## config.mk

```make
export PLATFORM = sky130hd
export DESIGN_NAME = button_gesture
export DESIGN_NICKNAME = d
export VERILOG_FILES = /design/src/rtl/button_gesture.sv
export SDC_FILE = /design/constraint.sdc
export NUM_CORES = 1
export LEC_CHECK = 0
export CAP_MARGIN = 20
export CORE_UTILIZATION = 51
export CTS_CLUSTER_DIAMETER = 80
export DETAILED_ROUTE_END_ITERATION = 16
export GPL_ROUTABILITY_DRIVEN = 0
export PLACE_DENSITY = 0.72
export RECOVER_POWER = 50
export SETUP_SLACK_MARGIN = 0.3
export SYNTH_ARGS = -nofsm -noshare
export SYNTH_HDL_FRONTEND = slang
export SYNTH_SLANG_ARGS = --single-unit
```

## constraint.sdc

```tcl
create_clock -name i_clk -period 2.1 [get_ports i_clk]
set_clock_uncertainty 0.15 [all_clocks]
set_input_delay 0.315 -clock i_clk [delete_from_list [all_inputs] [get_ports i_clk]]
set_output_delay 0.315 -clock i_clk [all_outputs]
set_load 0.05 [all_outputs]
```

## src/rtl/button_gesture.sv

```systemverilog
// button_gesture: classifies a debounced button into click, double-click and long-press events.
// Parameters:
//   LONG_CYCLES   - enabled cycles a press must last to count as a long press (>= 2)
//   DOUBLE_CYCLES - enabled cycles after a release in which a second press makes a double click (>= 1)
// Ports:
//   i_clk          - clock, rising edge
//   i_rst          - asynchronous active-high reset
//   i_cg           - clock-gate enable; low freezes all state and silences the pulses
//   i_bit          - synchronized, debounced button level (1 = pressed)
//   o_click        - one-cycle pulse: single short press
//   o_doubleClick  - one-cycle pulse: two short presses within the gap window
//   o_longPress    - one-cycle pulse: long threshold reached
//   o_held         - high while the press is classified as long
//   o_busy         - high while a gesture is in progress
module button_gesture #(
   parameter int LONG_CYCLES   = 8,
   parameter int DOUBLE_CYCLES = 4
) (
   input  logic i_clk,
   input  logic i_rst,
   input  logic i_cg,
   input  logic i_bit,
   output logic o_click,
   output logic o_doubleClick,
   output logic o_longPress,
   output logic o_held,
   output logic o_busy
);
   localparam int MAXC = (LONG_CYCLES > DOUBLE_CYCLES) ? LONG_CYCLES : DOUBLE_CYCLES;
   localparam int CW   = $clog2(MAXC);
   typedef enum logic [2:0] {IDLE, PRESS1, WAIT2, PRESS2, LONG} state_t;
   state_t state_q, state_d;
   logic [CW-1:0] cntr_q, cntr_d, cntr_inc;
   logic prev_q, rise, click_d, dbl_d, long_d;
   // prev_q resets high so a button held through reset never looks like a fresh press
   assign rise     = i_bit & ~prev_q;
   assign cntr_inc = (cntr_q == {CW{1'b1}}) ? cntr_q : cntr_q + CW'(1);
   always_comb begin
      state_d = state_q;
      cntr_d  = cntr_q;
      click_d = 1'b0;
      dbl_d   = 1'b0;
      long_d  = 1'b0;
      case (state_q)
         IDLE:
            if (rise) begin
               state_d = PRESS1;
               cntr_d  = '0;
            end
         PRESS1:
            if (!i_bit) begin
               state_d = WAIT2;
               cntr_d  = '0;
            end else if (cntr_q == CW'(LONG_CYCLES - 1)) begin
               state_d = LONG;
               long_d  = 1'b1;
            end else
               cntr_d = cntr_inc;
         WAIT2:
            if (rise)
               state_d = PRESS2;
            else if (cntr_q == CW'(DOUBLE_CYCLES - 1)) begin
               state_d = IDLE;
               click_d = 1'b1;
            end else
               cntr_d = cntr_inc;
         PRESS2:
            if (!i_bit) begin
               state_d = IDLE;
               dbl_d   = 1'b1;
            end
         LONG:
            if (!i_bit)
               state_d = IDLE;
         default:
            state_d = IDLE;
      endcase
   end
   always_ff @(posedge i_clk or posedge i_rst) begin
      if (i_rst) begin
         state_q       <= IDLE;
         cntr_q        <= '0;
         prev_q        <= 1'b1;
         o_click       <= 1'b0;
         o_doubleClick <= 1'b0;
         o_longPress   <= 1'b0;
         o_held        <= 1'b0;
         o_busy        <= 1'b0;
      end else if (i_cg) begin
         state_q       <= state_d;
         cntr_q        <= cntr_d;
         prev_q        <= i_bit;
         o_click       <= click_d;
         o_doubleClick <= dbl_d;
         o_longPress   <= long_d;
         o_held        <= (state_d == LONG);
         o_busy        <= (state_d != IDLE);
      end else begin
         o_click       <= 1'b0;
         o_doubleClick <= 1'b0;
         o_longPress   <= 1'b0;
      end
   end
endmodule

```

==> reports/qor.yml <==
dr.pass1.iters: 4
status: "finished clean"
worstSetupStartpointType: "flip-flop"
port_buffers: 8
yosys_register_bits: 12
async_flop_share: 1.00
overflow: 0
grt_max_degree: 13
via_per_inst: 5.42
final_area_sq_um: 820
start_util: 0.576
clk_latency_ns: 0.27
drt_first_iter_violations: 7
cp.required_ns: 2.11
cp_cell_sequence: "ha_2 -> or2b_1 -> nand2_1 -> mux2i_2 -> a32o_1 -> a22o_1"
rsz0062_at_grt: "true"
syn_to_final_growth_pct: 21.5
yosysTopAreaCell: "dfrtp_1"
critPathMaxFanout: 3
synthMostInstantiatedCell: "dfrtp_1"
path_clk_slew_ns: 0.08
placed_cell_area_sq_um: 752
relSlewSlack: 0.678
hold-worst-slack_ns: 0.330
power_density_mw_per_mm2: 849
drc: 0
slew_violations: 0
critical-path-max-stage-delay_ns: 0.38
clockBufferDepth: 2
syn_area_per_cell_sq_um: 10.9
worstSetupPathType: "flip-flop to flip-flop"
dieArea_sq_mm: 0.00147
min_period_over_period: 0.831
cts_max_level: 1
endpoint_kind: "flip-flop"
synth_edf_count: 0
ff2ff_path_depth: 6
tns_ns: 0
synth_area_leaders: "dfrtp_1 (41%), mux2_2 (5.0%), nand2b_1 (4.6%)"
syn_inst: 62
fin_crit_ns: 1.75
first_global_vias: 466
yosys_warnings: 0
hold_violations: 0
maxCapViolations: 0
crit_slowest_cell: "dfrtp_1"
postCtsHoldBufs: 0
grt_first_pass_wirelength_um: 1980
finalPower_w: 0.000696
wl_um: 1200
fmax_ghz: 0.573
cts-buffers-inserted: 3
crit_cells: 6
setup_viol: 0
clock-sinks: 12
hp-class: "primary input to asynchronous set/reset pin"
leakagePower_nw: 0.372
die_h_um: 38.4
tightest_slew_ns: 0.485
routed-via-count: 488
rows: 12
fill_cells: 91
antenna_found_initial: 0
crit_buf_inv: 0
dpl.hpwl_um: 834
ir_drop_mv: 0.469
ys.flop_type: "dfrtp_1"
ant_nets: 0
synth_top_area_frac: 0.408
io_pins: 9
antennaDiodeCount: 0
post-route-util: 0.700
drive_above_1_share: 0.303
cp.arrival_ns: 1.76
grt_usage: 0.201
synth_commonest_cells: "dfrtp_1 (11), nand2b_1 (5)"
post_drt_wl_per_cell_um: 13.4
dieWidth_um: 38.4
cts_tree: "done"
synth.distinct_cells: 31
core_sq_mm: 0.00117
cts_root_buf: "clkbuf_4"
syn_nets: 67
crit_family: "compound AO/OA/AOI/OAI gates"
synth_area_sq_um: 674
synth-seq-area-share: 0.447
nets: 82
## cell families after synthesis
kind of cell             count (synthesis)  share of synthesized area
AND/OR/NAND/NOR                         26                      0.239
AO/OA/AOI/OAI                           13                      0.167
flip-flops                              12                      0.447
buffers and inverters                    6                     0.0631
multiplexers                             4                     0.0649
adder cells (fa/ha/maj)                  1                     0.0185
## area by class of cell
type | instances | area [sq um] | share of cell area
Sequential cell | 12 | 302 | 0.368
Timing Repair Buffer | 14 | 119 | 0.145
Inverter | 2 | 7.51 | 0.00916
Tap cell | 14 | 17.5 | 0.0214
Multi-Input combinational cell | 44 | 338 | 0.412
Clock buffer | 4 | 36.3 | 0.0443
## state kept, by name, summed over array words and instances (netlist names)
register,cells
o_doubleClick,1
state_q,3
cntr_q,3
o_click,1
prev_q,1
o_longPress,1
o_held,1
o_busy,1
## metal layers
metal	part of all wire	track usage
met1	0.50	0.286
met2	0.46	0.292
met3	0.039	0.0523
met4	0	0.0776
met5	0	0
## timing repair
action                     CTS  global route
setup endpoints to repair    8             4
gates resized for setup      6             2
buffers inserted             1             3
pin swaps                    0             2
## layout by cell type (no fill, tap or decap), drive strengths merged, types with 2 or more instances in the layout
cell / n
dfrtp: 11
mux2: 3
o21ai: 2
inv: 2
nor3: 3
nand3: 2
buf: 6
nor2: 2
and4b: 2
nand2: 4
clkbuf: 4
dlygate4sd2: 5
a22o: 3
a21oi: 2
nand2b: 5
dlygate4sd3: 2
nand3b: 3
and2: 2
o21a: 2
## path summary, 6_finish.rpt
check	start	end	slack, ns
max	cntr_q[0]$_DFFE_PP0P_	cntr_q[1]$_DFFE_PP0P_	0.35
min	i_rst	o_longPress$_DFF_PP0_	0.33
max reg2reg	cntr_q[0]$_DFFE_PP0P_	cntr_q[1]$_DFFE_PP0P_	0.35
min reg2reg	o_held$_DFFE_PP0P_	o_held$_DFFE_PP0P_	0.34
max in group asynchronous	i_rst	prev_q$_DFFE_PP1P_	1.14
min in group i_clk	o_held$_DFFE_PP0P_	o_held$_DFFE_PP0P_	0.34
## power by group
part	leakage, nW	internal, W	total [W]	switching, W
sequential	0.156	0.000262	0.000302	0.0000399
clock	0.0210	0.000105	0.000186	0.0000807
combinational	0.194	0.000104	0.000208	0.000104
total	0.372	0.000471	0.000696	0.000225
## per-stage QoR
stage	cells	worst slack, ns
final	90	0.354
after global routing	90	0.281
after CTS	87	0.317
after detailed placement	82	0.133
after global placement	82	0.185
after floorplan	62	0.383
No activity file was read; power rests on OpenSTA's default activity.
